$ cat config.mk
export PLATFORM = sky130hd
export DESIGN_NAME = slot_sequencer_flat
export DESIGN_NICKNAME = d
export VERILOG_FILES = /design/src/rtl/slot_sequencer_pkg.sv /design/src/rtl/slot_sequencer_if.sv /design/src/rtl/slot_sequencer_step_timer.sv /design/src/rtl/slot_sequencer.sv /design/src/flat_wrapper.sv
export SDC_FILE = /design/constraint.sdc
export NUM_CORES = 1
export LEC_CHECK = 0
export BUFFER_PORTS_ARGS = -buffer_cell sky130_fd_sc_hd__buf_2
export CAP_MARGIN = 20
export CORE_ASPECT_RATIO = 0.6
export CORE_MARGIN = 10
export CORE_UTILIZATION = 60
export DETAILED_ROUTE_END_ITERATION = 8
export GPL_TIMING_DRIVEN = 0
export MAX_ROUTING_LAYER = met4
export PLACE_DENSITY = 0.84
export SLEW_MARGIN = 30
export SYNTH_ARGS = -nofsm -noshare
export SYNTH_HDL_FRONTEND = slang
export SYNTH_HIERARCHICAL = 1
export SYNTH_SLANG_ARGS = --single-unit
export TNS_END_PERCENT = 5
$ cat constraint.sdc
create_clock -name clk -period 3 [get_ports clk]
set_input_delay 0.15 -clock clk [delete_from_list [all_inputs] [get_ports clk]]
set_output_delay 0.15 -clock clk [all_outputs]
set_load 0.02 [all_outputs]
$ cat src/rtl/slot_sequencer_pkg.sv
// Shared definitions for the slot sequencer: FSM encoding, fault codes and the
// thermometer code used to predict which slots should already be set.
package slot_sequencer_pkg;

    localparam int MAX_SLOTS = 16;

    typedef enum logic [2:0] {
        ST_IDLE,
        ST_CLEAR,
        ST_ARM,
        ST_RUN,
        ST_DONE,
        ST_FAULT
    } seq_state_t;

    typedef enum logic [2:0] {
        ERR_NONE    = 3'd0,
        ERR_STUCK   = 3'd1,
        ERR_SKIP    = 3'd2,
        ERR_DROP    = 3'd3,
        ERR_TIMEOUT = 3'd4
    } err_code_t;

    // Low n bits set, the rest clear.
    function automatic logic [MAX_SLOTS-1:0] therm(input logic [4:0] n);
        logic [MAX_SLOTS-1:0] code;
        for (int i = 0; i < MAX_SLOTS; i++) begin
            code[i] = (5'(i) < n);
        end
        return code;
    endfunction

endpackage

$ cat src/rtl/slot_sequencer_if.sv
// Slot-chain bus: slot Q feedback in, role strobes / clear / condition bits out.
interface slot_sequencer_if #(
    parameter int N_SLOTS = 8
) ();

    logic [N_SLOTS-1:0] slot_q;
    logic [N_SLOTS-1:0] role_inicio;
    logic [N_SLOTS-1:0] role_intermedio;
    logic [N_SLOTS-1:0] role_final;
    logic               slot_clr;
    logic               in1;
    logic               in2;
    logic               in3;

    modport master (
        input  slot_q,
        output role_inicio, role_intermedio, role_final, slot_clr, in1, in2, in3
    );

    modport slave (
        output slot_q,
        input  role_inicio, role_intermedio, role_final, slot_clr, in1, in2, in3
    );

endinterface

$ cat src/rtl/slot_sequencer_step_timer.sv
// Loadable down-counter that sticks at zero; expired is high whenever it sits at zero.
module slot_step_timer #(
    parameter int WIDTH = 16
) (
    input  logic             clk,
    input  logic             rst_n,
    input  logic             load,
    input  logic             clear,
    input  logic             enable,
    input  logic [WIDTH-1:0] load_value,
    output logic             expired
);

    logic [WIDTH-1:0] count;

    always_ff @(posedge clk or negedge rst_n) begin
        if (!rst_n) begin
            count <= '0;
        end else if (clear) begin
            count <= '0;
        end else if (load) begin
            count <= load_value;
        end else if (enable && count != '0) begin
            count <= count - WIDTH'(1);
        end
    end

    assign expired = (count == '0);

endmodule

$ cat src/rtl/slot_sequencer.sv
// Sequences a chain of slots: clears them, then watches the Q bits fill in as a
// thermometer code, flagging stuck, skipped, dropped or stalled steps.
module slot_sequencer
    import slot_sequencer_pkg::*;
#(
    parameter int N_SLOTS      = 8,
    parameter int STEP_TIMEOUT = 255,
    parameter int CLR_CYCLES   = 2
) (
    input  logic             clk,
    input  logic             rst_n,
    input  logic             start,
    input  logic             stop,
    input  logic [2:0]       step_cond,
    slot_sequencer_if.master slots,
    output logic [3:0]       active_idx,
    output logic             busy,
    output logic             done,
    output logic             err,
    output logic [2:0]       err_code
);

    localparam logic [4:0]         LAST_IDX   = 5'(N_SLOTS);
    localparam logic [3:0]         CLR_LOAD   = 4'(CLR_CYCLES - 1);
    localparam logic [15:0]        TIMER_LOAD = 16'(STEP_TIMEOUT - 1);
    localparam logic [N_SLOTS-1:0] ROLE_FIRST = N_SLOTS'(1);
    localparam logic [N_SLOTS-1:0] ROLE_LAST  = {1'b1, {(N_SLOTS-1){1'b0}}};
    localparam logic [N_SLOTS-1:0] ROLE_MID   = ~(ROLE_FIRST | ROLE_LAST);

    // Reset asserts immediately but releases two edges later, so a START held
    // across release cannot be seen on the first edge.
    logic [1:0] rst_sync;
    logic       rst_int_n;

    always_ff @(posedge clk or negedge rst_n) begin
        if (!rst_n) begin
            rst_sync <= 2'b00;
        end else begin
            rst_sync <= {rst_sync[0], 1'b1};
        end
    end

    assign rst_int_n = rst_sync[1];

    seq_state_t         state, state_next;
    err_code_t          code_q, code_next;
    logic [4:0]         idx, idx_next;
    logic [3:0]         clr_cnt, clr_cnt_next;
    logic               timer_load, timer_clear, timer_expired;
    logic [N_SLOTS-1:0] exp_cur, exp_nxt;
    logic               slot_clr_q;
    logic [2:0]         in_q;
    logic [N_SLOTS-1:0] role_ini_q, role_mid_q, role_fin_q;

    assign exp_cur = N_SLOTS'(therm(idx));
    assign exp_nxt = N_SLOTS'(therm(idx + 5'd1));

    slot_step_timer #(.WIDTH(16)) u_timer (
        .clk        (clk),
        .rst_n      (rst_int_n),
        .load       (timer_load),
        .clear      (timer_clear),
        .enable     (state == ST_RUN),
        .load_value (TIMER_LOAD),
        .expired    (timer_expired)
    );

    always_ff @(posedge clk or negedge rst_int_n) begin
        if (!rst_int_n) begin
            state   <= ST_IDLE;
            idx     <= '0;
            code_q  <= ERR_NONE;
            clr_cnt <= '0;
        end else begin
            state   <= state_next;
            idx     <= idx_next;
            code_q  <= code_next;
            clr_cnt <= clr_cnt_next;
        end
    end

    // An exact advance is tested first so it beats a timer expiring on the same edge.
    always_comb begin
        state_next   = state;
        idx_next     = idx;
        code_next    = code_q;
        clr_cnt_next = clr_cnt;
        timer_load   = 1'b0;
        timer_clear  = 1'b0;
        case (state)
            ST_IDLE, ST_DONE, ST_FAULT: begin
                if (start) begin
                    state_next   = ST_CLEAR;
                    clr_cnt_next = CLR_LOAD;
                    idx_next     = '0;
                    code_next    = ERR_NONE;
                end
            end
            ST_CLEAR: begin
                if (clr_cnt == '0) begin
                    state_next = ST_ARM;
                end else begin
                    clr_cnt_next = clr_cnt - 4'd1;
                end
            end
            ST_ARM: begin
                if (slots.slot_q == '0) begin
                    state_next = ST_RUN;
                    idx_next   = '0;
                    timer_load = 1'b1;
                end else begin
                    state_next = ST_FAULT;
                    code_next  = ERR_STUCK;
                end
            end
            ST_RUN: begin
                if (slots.slot_q == exp_nxt) begin
                    idx_next = idx + 5'd1;
                    if (idx + 5'd1 == LAST_IDX) begin
                        state_next = ST_DONE;
                    end else begin
                        timer_load = 1'b1;
                    end
                end else if ((slots.slot_q & ~exp_nxt) != '0) begin
                    state_next = ST_FAULT;
                    code_next  = ERR_SKIP;
                end else if ((~slots.slot_q & exp_cur) != '0) begin
                    state_next = ST_FAULT;
                    code_next  = ERR_DROP;
                end else if (timer_expired) begin
                    state_next = ST_FAULT;
                    code_next  = ERR_TIMEOUT;
                end
            end
            default: begin
                state_next = ST_IDLE;
            end
        endcase
        if (stop) begin
            state_next   = ST_IDLE;
            idx_next     = '0;
            code_next    = ERR_NONE;
            clr_cnt_next = '0;
            timer_load   = 1'b0;
            timer_clear  = 1'b1;
        end
    end

    // Outputs are registered from the next state so they line up with the state register.
    always_ff @(posedge clk or negedge rst_int_n) begin
        if (!rst_int_n) begin
            slot_clr_q <= 1'b0;
            in_q       <= 3'b000;
            busy       <= 1'b0;
            done       <= 1'b0;
            err        <= 1'b0;
            active_idx <= 4'd0;
            role_ini_q <= '0;
            role_mid_q <= '0;
            role_fin_q <= '0;
        end else begin
            slot_clr_q <= (state_next == ST_CLEAR);
            in_q       <= (state_next == ST_RUN) ? step_cond : 3'b000;
            busy       <= (state_next inside {ST_CLEAR, ST_ARM, ST_RUN});
            done       <= (state_next == ST_DONE);
            err        <= (state_next == ST_FAULT);
            active_idx <= (idx_next > 5'd15) ? 4'hF : idx_next[3:0];
            role_ini_q <= (state_next != ST_IDLE) ? ROLE_FIRST : '0;
            role_mid_q <= (state_next != ST_IDLE) ? ROLE_MID : '0;
            role_fin_q <= (state_next != ST_IDLE) ? ROLE_LAST : '0;
        end
    end

    assign err_code              = code_q;
    assign slots.slot_clr        = slot_clr_q;
    assign slots.in1             = in_q[0];
    assign slots.in2             = in_q[1];
    assign slots.in3             = in_q[2];
    assign slots.role_inicio     = role_ini_q;
    assign slots.role_intermedio = role_mid_q;
    assign slots.role_final      = role_fin_q;

endmodule

$ cat src/flat_wrapper.sv
// flat-port wrapper written by rule: the top's interface ports become plain ports
module slot_sequencer_flat import slot_sequencer_pkg::*;
#(
    parameter int N_SLOTS      = 8,
    parameter int STEP_TIMEOUT = 255,
    parameter int CLR_CYCLES   = 2
)
  (clk, rst_n, start, stop, step_cond, active_idx, busy, done, err, err_code, slots_slot_q, slots_role_inicio, slots_role_intermedio, slots_role_final, slots_slot_clr, slots_in1, slots_in2, slots_in3);
  slot_sequencer_if #(.N_SLOTS(N_SLOTS)) slots_i ();
  input  logic clk;
  input  logic rst_n;
  input  logic start;
  input  logic stop;
  input  logic [2:0] step_cond;
  output logic [3:0] active_idx;
  output logic busy;
  output logic done;
  output logic err;
  output logic [2:0] err_code;
  input wire logic [$bits(slots_i.slot_q)-1:0] slots_slot_q;
  output wire logic [$bits(slots_i.role_inicio)-1:0] slots_role_inicio;
  output wire logic [$bits(slots_i.role_intermedio)-1:0] slots_role_intermedio;
  output wire logic [$bits(slots_i.role_final)-1:0] slots_role_final;
  output wire logic [$bits(slots_i.slot_clr)-1:0] slots_slot_clr;
  output wire logic [$bits(slots_i.in1)-1:0] slots_in1;
  output wire logic [$bits(slots_i.in2)-1:0] slots_in2;
  output wire logic [$bits(slots_i.in3)-1:0] slots_in3;
  assign slots_i.slot_q = slots_slot_q;
  assign slots_role_inicio = slots_i.role_inicio;
  assign slots_role_intermedio = slots_i.role_intermedio;
  assign slots_role_final = slots_i.role_final;
  assign slots_slot_clr = slots_i.slot_clr;
  assign slots_in1 = slots_i.in1;
  assign slots_in2 = slots_i.in2;
  assign slots_in3 = slots_i.in3;
  slot_sequencer #(.N_SLOTS(N_SLOTS), .STEP_TIMEOUT(STEP_TIMEOUT), .CLR_CYCLES(CLR_CYCLES)) u_core (.clk(clk), .rst_n(rst_n), .start(start), .stop(stop), .step_cond(step_cond), .slots(slots_i), .active_idx(active_idx), .busy(busy), .done(done), .err(err), .err_code(err_code));
endmodule
Word-level counts from Yosys, hierarchy flattened
Cells that the tools add are included.
Widths: inputs -> output; s select.
{ "word_totals": {"ff_bits": 68, "latch_bits": 0, "mem_bits_rw": 0, "mem_bits_ro": 0, "inputBits": 15, "out_inout_bits": 38, "wordCells": 113, "memories": 0} }
{ "classes": {"add_sub_neg": 3, "n_mul": 0, "n_div": 0, "n_lt_le_gt_ge": 17, "n_eq_ne": 17, "n_shift": 0, "mux": 41, "bitwise": 4, "n_reduce_logical": 16} }
{ "ops": {"columns": ["operator", "count"], "rows": [
  ["$mux 3", 17],
  ["$mux 16", 3],
  ["$lt 3x5->1 const A", 8],
  ["$lt 1x5->1 const A", 4],
  ["$lt 2x5->1 const A", 4],
  ["$mux 5", 4],
  ["$and 8x8->8", 2],
  ["$logic_not 16->1", 1],
  ["$mux 4", 4],
  ["$not 8->8", 2],
  ["$reduce_bool 16->1", 1],
  ["$reduce_bool 8->1", 2],
  ["$sub 16x1->16 const B", 1],
  ["$pmux 5 s3", 1],
  ["$eq 3x2->1 const B", 4],
  ["$eq 3x3->1 const B", 4],
  ["$ne 3x3->1 const B", 4],
  ["$pmux 3 s4", 1],
  ["$reduce_bool 3->1", 4],
  ["$pmux 3 s3", 1],
  ["$eq 8x8->1", 1],
  ["$logic_not 8->1", 1],
  ["$mux 8", 1],
  ["$pmux 4 s2", 1],
  ["other kinds (16)", 22]
]} }

Longest topological paths before layout
Gate-level depths: netlist of run 1.
{ "depth": {"ltp_word": 11, "mapped_depth": 17, "depth_no_buf": 15} }

By module
Netlist of run 1, hierarchy kept.
{ "by_module_without_submodules": {"columns": ["module", "instances", "cells_per_inst", "area_each_um2", "seq_area_each_um2"], "rows": [
  ["slot_sequencer", 1, 232, 2094.5, 725.7],
  ["slot_step_timer", 1, 124, 1072.3, 400.4]
]} }

Worst setup path after synthesis of run 1
Ideal clock, no wire load.
{ "synth_timing": {"path_type": "reg2reg", "startpoint": "register u_core.idx[1]", "endpoint": "register u_core.u_timer.count[4]", "setup_ps": 138, "t_arrival_ps": 3334, "t_required_ps": 2862, "setup_slack_ps": -472, "stages_incl_launch_ff": 18, "n_path_buf": 2, "synth_period_minus_slack_ps": 3472, "path_cell_list": "dfrtp_1 > ha_1 > buf_4 > xor2_1 > nor2_1 > a22oi_1 > inv_1 > a31o_2 > ha_1 > nand4_1 > or2_2 > nor2_1 > a21oi_1 > nor2_1 > clkbuf_1 > nor2_1 > a21oi_1 > a21oi_1"} }
{ "synth_via": {"elab_chain_len": 8, "elab_cells_between_ends": 18, "classes_between": "add/sub (1); order compare (8); eq/ne (2); mux (6); reduce/logical (1)"} }
{ "synth_lines": {"columns": ["item", "line_no", "source"], "rows": [
  ["start: declaration", "slot_sequencer.sv:47", "logic [4:0] idx, idx_next;"],
  ["start signal: assignment", "slot_sequencer.sv:76", "idx <= idx_next;"],
  ["$add 5x1->5 (*)", "slot_sequencer.sv:56, slot_sequencer.sv:119", null],
  ["$lt 1x5->1, or another cell as far along", "slot_sequencer_pkg.sv:28", "code[i] = (5'(i) < n);"],
  ["$eq 8x8->1 / $mux 1 (equally long branches)", "slot_sequencer.sv:117, slot_sequencer.sv:119", null],
  ["$mux 1 (*)", "slot_sequencer.sv:117", "if (slots.slot_q == exp_nxt) begin"],
  ["$pmux 1 s2 (*)", "slot_sequencer.sv:90", "case (state)"],
  ["$mux 1 (*)", "slot_sequencer.sv:139", "if (stop) begin"],
  ["via u_core.timer_load", "slot_sequencer.sv:49", "logic timer_load, timer_clear, timer_expired;"],
  ["$mux 16", "slot_sequencer_step_timer.sv:21", "end else if (load) begin"],
  ["$mux 16", "slot_sequencer_step_timer.sv:19", "end else if (clear) begin"],
  ["end signal: assignment", "slot_sequencer_step_timer.sv:22", "count <= load_value;"],
  ["end signal: assignment", "slot_sequencer_step_timer.sv:24", "count <= count - WIDTH'(1);"],
  ["end: declaration", "slot_sequencer_step_timer.sv:14", "logic [WIDTH-1:0] count;"]
]} }
Mark *: on every way through the listed nets, which the timed path passes. The rest lies on a longest branch.
A chain may end at the register's enable or synchronous reset.

Worst setup path in the final report of run 1
{ "layout_timing": {"startpoint": "register u_core.idx[0]", "endpoint": "register u_core.done"} }
{ "layout_via": {"elab_chain_len": 10, "elab_cells_between_ends": 31, "classes_between": "add/sub (1); order compare (16); eq/ne (3); mux (6); bitwise (3); reduce/logical (2)"} }
{ "layout_lines": {"columns": ["item", "line_no", "source"], "rows": [
  ["$add 5x1->5", "slot_sequencer.sv:56, slot_sequencer.sv:119", null],
  ["$lt 1x5->1, or another cell as far along", "slot_sequencer_pkg.sv:28", null],
  ["$not 8->8", "slot_sequencer.sv:124", "end else if ((slots.slot_q & ~exp_nxt) != '0) begin"],
  ["$and 8x8->8", "slot_sequencer.sv:124", null],
  ["$reduce_bool 8->1", "slot_sequencer.sv:124", null],
  ["$mux 3", "slot_sequencer.sv:124", null],
  ["$mux 3 (*)", "slot_sequencer.sv:117", null],
  ["$pmux 3 s4 (*)", "slot_sequencer.sv:90", null],
  ["$mux 3 (*)", "slot_sequencer.sv:139", null],
  ["$eq 3x3->1 (*)", "slot_sequencer.sv:165", "done <= (state_next == ST_DONE);"],
  ["end signal: assignment", "slot_sequencer.sv:165", null],
  ["end: declaration", "slot_sequencer.sv:18", "output logic done,"]
]} }
Every way passes the cells marked *; elsewhere a longest branch is shown, timed or not.

==> impl_metrics.json, run 1 <==
{
  "diodes": 0,
  "period_needed_ns": 3.18,
  "critPathLaunchType": "register",
  "firstDrtPassIters": 6,
  "ys.flop_type": "dfrtp_1",
  "yosysSeqAreaShare_pct": 35.6,
  "numPortBuffers": 36,
  "startpoint": "u_core/idx[0]",
  "drc": 0,
  "gp_congestion": 0.988,
  "min_path_type": "in2reg",
  "ios": 53,
  "cts_buffer_depth": 2,
  "reg2reg_slack_ns": -0.18,
  "ys_warn_count": 6,
  "rows": 20,
  "drt_wl_total_um": 9710,
  "grt_usage_pct": 22.3,
  "die_w_um": 114,
  "netlist_instances": 356,
  "grt_max_degree": 24,
  "endpoint_kind": "register",
  "die-area_um2": 8680,
  "post-place-ws_ns": -0.551,
  "hpwl_um": 6580,
  "drv_cap": 0,
  "cts_buffers": 5,
  "rsz0062_at_grt": "true",
  "drive_gt1_share_pct": 34.6,
  "synthTopCellsByArea": "dfrtp_1 36%, buf_4 5.9%, nor2_1 4.7%",
  "syn-mean-instance-area_um2": 8.90,
  "synth.cell_area_um2": 3170,
  "antenna_found_initial": 0,
  "nNetsFinal": 473,
  "reg2reg_depth": 14,
  "core-area_um2": 5080,
  "critical_path_arrival_ns": 3.36,
  "p_leak_uw": 0.00188,
  "ir_drop_mv": 0.281,
  "ys_ff_latch": 45,
  "yosys.area.top_type": "dfrtp_1",
  "overflow": 0,
  "drt_iter0_markers": 494,
  "grt_pass1_wl_um": 15700,
  "synth-edff-count": 0,
  "crit_end": "u_core/done",
  "cts_tree": "built",
  "maxSlewHeadroom_pct": 51.1,
  "cts.sinks": 45,
  "start_util_pct": 62.3,
  "rr_endpoint": "u_core/done",
  "crit_type": "reg2reg",
  "area_delta_synth_final_pct": 29.3,
  "setup_viol": 33,
  "r2r_start": "u_core/idx[0]",
  "fillCellCount": 336,
  "async_flop_share_pct": 100,
  "htree_levels": 2,
  "powerDensity_nw_per_um2": 396,
  "worst_ep_required_time_ns": 3.18,
  "postLayoutSetupSlackWorst_ns": -0.178,
  "wl_per_cell_um": 18.9,
  "worstPathMaxFanout": 6,
  "skew_ns": 0.00709,
  "violations": "setup timing",
  "max_freq_ghz": 0.315,
  "whs_ns": 0.0876,
  "place_inst": 491,
  "finalNonFillerCells": 514,
  "yosys.area.top_type_share_pct": 35.6,
  "hold_violations": 0,
  "viasPerCell": 6.24,
  "grt_pass1_vias": 3044,
  "ys_types": 66,
  "clk_latency_ns": 0.30,
  "cts-root-buf": "clkbuf_8",
  "vias": 3206,
  "period_share_pct": 106,
  "tightest_slew_ns": 0.724,
  "die_y_um": 76.3,
  "ant_nets": 0,
  "maxSlewViolCount": 0,
  "path_clk_slew_ns": 0.09,
  "status": "complete, but fails checks"
}
-- synthesized netlist by cell type, drive strengths merged, types with 10 or more instances --
master and count:
buf 30, nand3 10, inv 12, nor3 18, dfrtp 45, a21oi 28
o21ai 23, nand2 22, a211oi 13, ha 11, nor4 11, nor2 41
-- layout make-up --
type / instances / area [um2] / area share (%)
Sequential cell: 45 / 1130 / 27.6
Clock inverter: 2 / 38.8 / 0.947
Inverter: 12 / 47.5 / 1.16
Buffer: 38 / 314 / 7.67
Timing Repair Buffer: 53 / 359 / 8.77
Tap cell: 66 / 82.6 / 2.02
Clock buffer: 6 / 72.6 / 1.77
Multi-Input combinational cell: 292 / 2050 / 50.0
-- logic make-up after synthesis --
family	synth area share (%)
buf+inv	9.60
simple gates	25.7
fa+ha+maj	4.35
mux	1.03
other cells	0.237
flops	35.6
compound gates	20.8
xor+xnor	2.77
-- routing by layer --
layer	track usage [%]	share of wire [%]
met1	30.3	42
met2	29.9	40
met5	-	0
met4	8.98	4.5
met3	6.92	14
-- placed cells by master (no fill, tap or decap), types with 5 or more instances in the layout --
| cell | instances |
|---|---|
| nor3_1 | 14 |
| clkbuf_1 | 6 |
| dfrtp_1 | 41 |
| nor2_4 | 6 |
| a211oi_1 | 8 |
| a21oi_2 | 5 |
| or4_1 | 5 |
| nand3_1 | 7 |
| nor2_1 | 31 |
| nand2_1 | 22 |
| a211oi_2 | 5 |
| ha_1 | 9 |
| nor4_1 | 8 |
| buf_2 | 39 |
| a21oi_1 | 23 |
| buf_4 | 35 |
| inv_1 | 10 |
| clkbuf_8 | 7 |
| nand2b_1 | 6 |
| o21ai_0 | 16 |
| xnor2_1 | 6 |
| conb_1 | 34 |
| o21ai_2 | 5 |
-- state kept, by name (all words and copies together) (netlist names), 2 cells and up --
register,cells
u_core/u_timer/count,16
u_core/idx,5
u_core/active_idx,4
u_core/clr_cnt,4
u_core/err_code,3
u_core/in_q,3
u_core/state,3
u_core/rst_sync,2
-- how the worst min path moves through the flow --
stage / start / depth (start not counted) / end
after floorplan: rst_n / 0 / u_core/rst_sync[0]
after global placement: rst_n / 1 / u_core/rst_sync[0]
after detailed placement: rst_n / 1 / u_core/rst_sync[0]
after CTS: step_cond[1] / 2 / u_core/in_q[1]
after global routing: step_cond[2] / 2 / u_core/in_q[2]
final: step_cond[1] / 2 / u_core/in_q[1]
-- stage by stage --
step	power [uW]	util [%]	area [um2]	TNS, ns
detailed placement	1110	71.6	3640	-14.77
CTS	1600	79.7	4050	-0.839
global route	1700	80.6	4100	-6.44
finish	1620	80.6	4100	-3.45
floorplan	993	-	3340	-0.0283
global placement	1100	71.0	3610	-11.41
-- critical path, stage by stage (launching register included) --
cell and delay [ns]:
dfrtp_1 0.44, ha_4 0.21, xor2_1 0.15, nor2_1 0.07, a22oi_2 0.20, buf_6 0.17
inv_2 0.05, a31o_4 0.22, ha_4 0.25, nand4_1 0.11, or2_4 0.31, a21oi_1 0.26
o211ai_1 0.19, o21a_1 0.20, and3_1 0.22
-- power breakdown --
| group | switching (uW) | internal [uW] | total, uW | leakage [uW] |
|---|---|---|---|---|
| logic | 289 | 189 | 478 | 0.00122 |
| clock network | 214 | 250 | 464 | 0.0000554 |
| registers | 39.0 | 640 | 679 | 0.000610 |
| total | 542 | 1080 | 1620 | 0.00188 |
-- repair_timing --
action	in CTS	in global routing
hold endpoints to repair	2	0
hold buffers	1	0
setup endpoints to repair	39	37
gates resized for setup	36	12
pin swaps	15	4
cloned	1	0
setup buffers	14	0
(Power assumes the default switching activity.)
==> run 2: changes to the inputs <==
- PLACE_DENSITY: 0.84 -> 0.85
- SYNTH_HIERARCHICAL: 1 -> default
==> run 2 against run 1 <==
  * The flow still finishes with violations (setup timing)
  * Sequential cell count did not move
  * Cell count fell by 9.5%
  * Non-clock buffer count fell by 3
  * Clock power fell by 12%
  * Area after synthesis fell by 5.8%
  * Critical path depth fell by 2
  * Via count fell by 11%
  * Sequential share of layout area rose by 3.2 points
  * Largest power group unchanged
==> impl_metrics.json, run 2 <==
{
  "switchingPower_uw": 525,
  "cts_buffer_depth": 2,
  "crit_type": "reg2reg",
  "ys_types": 59,
  "pwr-share-clk_pct": 26.7,
  "maxSlewHeadroom_pct": 46.0,
  "yosysSeqAreaShare_pct": 37.7,
  "ys_warn_count": 0,
  "synth.cell_area_um2": 2980,
  "p_total_uw": 1530,
  "drv_cap": 0,
  "max_freq_ghz": 0.323,
  "final_core_util_pct": 78.1,
  "rows": 19,
  "path_clk_slew_ns": 0.09,
  "yosys.area.top_type": "dfrtp_1",
  "die-area_um2": 8290,
  "crit_buf_inv": 2,
  "viasPerCell": 6.11,
  "worst_ep_required_time_ns": 3.15,
  "firstDrtPassIters": 5,
  "synth_xor_area_share_pct": 4.40,
  "crit_family": "simple AND/OR/NAND/NOR gates",
  "largestRegisters": "u_core.u_timer.count (16), u_core.idx (5)",
  "p_leak_uw": 0.00171,
  "period_needed_ns": 3.10,
  "drc": 0,
  "grt_pass1_vias": 2689,
  "post-place-ws_ns": -0.423,
  "hold_violations": 0,
  "p_sw_share_pct": 34.4,
  "netlist_instances": 332,
  "postLayoutSetupSlackWorst_ns": -0.0965,
  "overflow": 0,
  "p_seq_share_pct": 44.2,
  "diodes": 0,
  "slowest_delay_ns": 0.59,
  "critPathLaunchType": "register",
  "core-area_um2": 4680,
  "violations": "setup timing",
  "ys.flop_type": "dfrtp_1",
  "rsz0062_at_grt": "true",
  "cts_tree": "built",
  "mostFrequentLayoutCells": "43 x dfrtp_1, 37 x buf_2, 34 x buf_4, 22 x nor4_1",
  "powerDensity_nw_per_um2": 417,
  "area_delta_synth_final_pct": 22.6,
  "yosys.area.top_type_share_pct": 37.7,
  "maxSlewViolCount": 0,
  "gp_congestion": 0.884,
  "ios": 53,
  "ir_drop_mv": 0.226,
  "numPortBuffers": 36,
  "yosys-top-cells-count": "45 x dfrtp_1, 24 x buf_4, 22 x nor4_1",
  "cpMaxStageDelayCell": "or4_1",
  "critical_path_arrival_ns": 3.25,
  "nNetsFinal": 428,
  "synth_compound_area_share_pct": 17.9,
  "die_w_um": 111,
  "synthMuxAreaShare_pct": 0.335,
  "synth_top_family_by_area": "simple AND/OR/NAND/NOR gates",
  "async_flop_share_pct": 100,
  "synth-edff-count": 0,
  "intPower_uw": 1000,
  "synth_adder_area_share_pct": 5.03,
  "grt_pass1_wl_um": 13300,
  "vias": 2839,
  "status": "complete, but fails checks",
  "setup_viol": 17,
  "layout_commonest_cell": "dfrtp_1",
  "grt_max_degree": 24,
  "tightest_slew_ns": 0.806,
  "die_y_um": 74.6,
  "skew_ns": 0.00758,
  "synthSimpleGateAreaFrac_pct": 24.2,
  "largest_reg_flops": 16,
  "period_share_pct": 103,
  "syn-mean-instance-area_um2": 8.99,
  "cts_buffers": 5,
  "ant_nets": 0,
  "grt_usage_pct": 19.8,
  "endpoint_kind": "register",
  "htree_levels": 2,
  "wl_per_cell_um": 17.8,
  "finalSetupTns_ns": -1.13,
  "min_path_type": "in2reg",
  "path_cells": "ha_4 -> and3_4 -> xnor2_2 -> nand4_1 -> nor2_1 -> ha_1 -> nand4_1 -> or4_1 -> o22ai_2 -> clkbuf_8 -> buf_8 -> nor4_1",
  "cts.sinks": 45,
  "cts-root-buf": "clkbuf_8",
  "start_util_pct": 63.7,
  "worstPathMaxFanout": 9,
  "critPathMostFrequentCell": "nand4_1",
  "clk_latency_ns": 0.31,
  "regMostFlops": "u_core.u_timer.count",
  "ys_ff_latch": 45,
  "drive_gt1_share_pct": 30.1,
  "drt_wl_total_um": 8280,
  "synth_most_common_cell": "dfrtp_1",
  "finalNonFillerCells": 465,
  "place_inst": 447,
  "hpwl_um": 5940,
  "combPwrFrac_pct": 29.1,
  "synthTopCellsByArea": "dfrtp_1 38%, buf_4 6.0%, ha_1 5.0%",
  "antenna_found_initial": 0,
  "drt_iter0_markers": 296
}
[run 2: cell count changes in the layout (fill, tap and decap cells not counted), moves of 4 or more]
cell | previous run | this run
a211oi_1 | 8 | 3
nand3_1 | 7 | 13
xnor2_1 | 6 | 10
conb_1 | 34 | 17
a211oi_2 | 5 | 1
nor2_1 | 31 | 17
nand2_1 | 22 | 16
nor4_1 | 8 | 22
nor2_4 | 6 | 2
nor3b_2 | 4 | 0
o21ai_2 | 5 | 0
a21o_1 | 2 | 6
a21oi_1 | 23 | 14
[run 2: power groups by stage]
| stage | Clock (uW) | Combinational (uW) | Sequential [uW] |
|---|---|---|---|
| after floorplan | 0 | 284 | 709 |
| after global placement | 0 | 404 | 690 |
| after detailed placement | 0 | 429 | 686 |
| after CTS | 403 | 433 | 675 |
| after global routing | 435 | 488 | 681 |
| final | 408 | 443 | 675 |
[run 2: tightest hold or removal path, stage by stage]
cell     delay [ns]
buf_2          0.10
nand3_1        0.05
nor3_1         0.04
[run 2: area by class of cell]
cell class	instances	area [um2]
Fill cell	328	1030
Buffer	39	283
Tap cell	63	78.8
Multi-Input combinational cell	248	1710
Timing Repair Buffer	49	308
Inverter	13	48.8
Clock buffer	6	82.6
Sequential cell	45	1130
Clock inverter	2	13.8
[run 2: stage by stage]
stage          cell area (um2)  hold WS [ns]
2_1_floorplan             3040        -0.146
3_3_place_gp              3300       -0.0647
3_5_place_dp              3330       -0.0633
4_1_cts                   3490        0.0756
5_1_grt                   3660        0.0808
6_report                  3660        0.0705
[run 2: logic make-up after synthesis]
family	count (synthesis)
and+or+nand+nor	127
AOI/OAI and AO/OA	76
buffers and inverters	54
DFF	45
xor gates and xnor gates	15
adders and majority gates	12
other	2
muxes	1
[run 2: timing repair]
action / 4_1_cts / 5_1_grt
hold endpoints to repair: 2 / 0
buffers inserted: 2 / 9
endpoints found under the setup margin: 37 / 36
hold buffers: 1 / 0
pin swaps: 5 / 13
gates resized for setup: 13 / 32
[run 2: metal layers]
metal	track usage, %	vias to the layer above	share of wire [%]	routed length [um]
li1	-	1313	-	-
met1	27.1	1303	45	3690
met2	27.5	205	41	3380
met3	6.19	18	13	1080
met4	5.39	0	1.4	114
met5	-	-	0	0
[run 2: final timing paths]
check	startpoint	end	slack (ns)	cells past startpoint
min	step_cond[1]	u_core.in_q[1]	0.07	3
min reg2reg	u_core.rst_sync[1]	u_core.u_timer.count[2]	0.26	0
max in group asynchronous	u_core.rst_sync[1]	u_core.state[2]	2.24	1
max reg2reg	u_core.idx[0]	u_core.u_timer.count[14]	-0.1	12
min in group asynchronous	rst_n	u_core.rst_sync[0]	0.14	2
max	u_core.idx[0]	u_core.u_timer.count[14]	-0.1	12
==> run 3: changes to the inputs <==
- ABC_AREA: default -> 1
- SETUP_SLACK_MARGIN: default -> 0.1
==> run 3 against run 2 <==
  * The flow now finishes without violations
  * Wire length decreased by 0.52%
  * Critical endpoint is now u_core.u_timer.count[3]
  * Area after synthesis increased by 1.0%
  * Sequential cell count unchanged
  * Core utilization increased by 0.16 points
  * Sequential power increased by 4.4%
  * Largest power group unchanged
  * Synthesized cell count increased by 20%
  * Sequential share of layout area decreased by 0.15 points
  * Critical path type unchanged
==> impl_metrics.json, run 3 <==
{
  "yosys-top-cells-count": "92 x nand2_1, 45 x dfrtp_1, 45 x nor2_1",
  "r2r_start": "u_core.idx[0]",
  "grt_pass1_wl_um": 12800,
  "min_path_type": "in2reg",
  "p_leak_uw": 0.00205,
  "worstPathMaxFanout": 7,
  "cts-root-buf": "clkbuf_8",
  "rsz0062_at_grt": "false",
  "yosysSeqAreaShare_pct": 37.3,
  "firstDrtPassIters": 5,
  "powerDensity_nw_per_um2": 509,
  "viasPerCell": 5.47,
  "whs_ns": 0.0622,
  "htree_levels": 2,
  "drv_cap": 0,
  "ir_drop_mv": 0.507,
  "worst_ep_required_time_ns": 3.25,
  "period_needed_ns": 2.80,
  "hold_end": "u_core.in_q[1]",
  "nNetsFinal": 498,
  "ys_ff_latch": 45,
  "cts_buffer_depth": 2,
  "skew_ns": 0.0115,
  "die-area_um2": 8350,
  "regMostFlops": "u_core.u_timer.count",
  "grt_max_degree": 30,
  "max_freq_ghz": 0.357,
  "clk_latency_ns": 0.30,
  "grt_usage_pct": 19.0,
  "rr_endpoint": "u_core.u_timer.count[3]",
  "cts_buffers": 5,
  "final_core_util_pct": 78.3,
  "overflow": 0,
  "reg2reg_depth": 16,
  "critPathLaunchType": "register",
  "drt_iter0_markers": 236,
  "cts_tree": "built",
  "yosys.area.top_type_share_pct": 37.3,
  "endpoint_kind": "register",
  "ant_nets": 0,
  "gp_congestion": 0.950,
  "async_flop_share_pct": 100,
  "synth-edff-count": 0,
  "die_y_um": 74.9,
  "ys_warn_count": 0,
  "path_clk_slew_ns": 0.09,
  "maxSlewHeadroom_pct": 59.3,
  "ys.flop_type": "dfrtp_1",
  "grt_pass1_vias": 2754,
  "maxSlewViolCount": 0,
  "yosys.area.top_type": "dfrtp_1",
  "mostFrequentLayoutCells": "88 x nand2_1, 43 x nor2_1, 41 x inv_1, 41 x nand3_1, 41 x dfrtp_1",
  "cts.sinks": 45,
  "largestRegisters": "u_core.u_timer.count (16), u_core.idx (5)",
  "tightest_slew_ns": 0.611,
  "numPortBuffers": 36,
  "layout_commonest_cell": "nand2_1",
  "min_path_cells": 3,
  "synth.cell_area_um2": 3020,
  "area_delta_synth_final_pct": 22.2,
  "setup_viol": 0,
  "hold_violations": 0,
  "period_share_pct": 93.3,
  "crit_type": "reg2reg",
  "diodes": 0,
  "antenna_found_initial": 0,
  "netlist_instances": 400,
  "drive_gt1_share_pct": 28.0,
  "reg2reg_slack_ns": 0.20,
  "die_w_um": 112,
  "vias": 2926,
  "critical_path_arrival_ns": 3.04,
  "ys_types": 37,
  "syn-mean-instance-area_um2": 7.54,
  "core-area_um2": 4710,
  "rows": 19,
  "synth_most_common_cell": "nand2_1",
  "drt_wl_total_um": 8230,
  "synthTopCellsByArea": "dfrtp_1 37%, nand2_1 11%, nand3_1 7.0%",
  "start_util_pct": 64.1,
  "drc": 0,
  "finalSetupTns_ns": 0,
  "largest_reg_flops": 16,
  "status": "complete, no violations",
  "ios": 53,
  "hpwl_um": 5780,
  "wl_per_cell_um": 15.4,
  "min-delay-start": "step_cond[1]"
}
run 3: layout make-up:
class                   instances  area (um2)
well taps                      63        78.8
clock inverters                 1        30.0
clock buffers                   7        86.3
repair buffers                 49         300
multi-input cells             291        1650
plain buffers                  28         214
fillers                       319        1020
inverters                      51         193
flip-flops and latches         45        1130
run 3: metrics by stage:
step | area [um2] | total power (uW) | std cells | setup WS, ns
finish | 3680 | 1870 | 535 | 0.201
global route | 3680 | 1980 | 535 | 0.0657
CTS | 3520 | 1840 | 527 | 0.159
detailed placement | 3350 | 1370 | 515 | -0.224
global placement | 3330 | 1340 | 514 | -0.114
floorplan | 3070 | 1190 | 415 | 0.365
run 3: kinds of logic after synthesis:
group / count (synthesis) / synth area share (%)
buffers and inverters: 79 / 13.5
flip-flops: 45 / 37.3
AO/OA/AOI/OAI: 41 / 8.84
other: 2 / 0.249
XOR/XNOR: 10 / 2.90
adder cells (fa/ha/maj): 12 / 4.98
AND/OR/NAND/NOR: 211 / 32.2
run 3: worst max-delay path by stage:
stage | startpoint | to | slack [ns] | cells after the start
after global placement | u_core.idx[0] | u_core.active_idx[3] | -0.11 | 19
after global routing | u_core.idx[0] | u_core.done | 0.07 | 19
final | u_core.idx[0] | u_core.u_timer.count[3] | 0.20 | 16
after CTS | u_core.idx[0] | u_core.slots.slot_clr | 0.16 | 19
after floorplan | u_core.idx[0] | u_core.active_idx[3] | 0.37 | 19
after detailed placement | u_core.idx[0] | u_core.u_timer.count[3] | -0.22 | 18
run 3: critical path, stage by stage, from the launching register on:
cell and delay (ns):
dfrtp_2 0.44, buf_6 0.15, nand3_4 0.11, xor2_4 0.21, nor2_4 0.07, buf_4 0.13, nand3_1 0.10, nand2_1 0.09
ha_1 0.27, nand4_1 0.14, nor2_4 0.25, nand2_1 0.18, o21ai_4 0.25, nand2_2 0.09, nand3b_1 0.12, nand3_1 0.08
nand2_1 0.06
run 3: timing repair:
action / in CTS / in global routing
pin swaps: 1 / 4
resized for setup: 6 / 23
setup buffers: 3 / 8
hold buffers: 1 / 0
hold endpoints to repair: 2 / 0
setup endpoints to repair: 37 / 35
run 3: routing by layer:
metal | part of all wire (%) | track usage, %
met1 | 44 | 24.2
met2 | 45 | 29.3
met5 | 0 | -
met4 | 1.1 | 5.11
met3 | 11 | 5.40
run 3: power breakdown:
group	switching (uW)	total (uW)	internal (uW)
Sequential	43.3	705	661
Combinational	454	696	242
Clock	202	474	272
Total	699	1870	1180
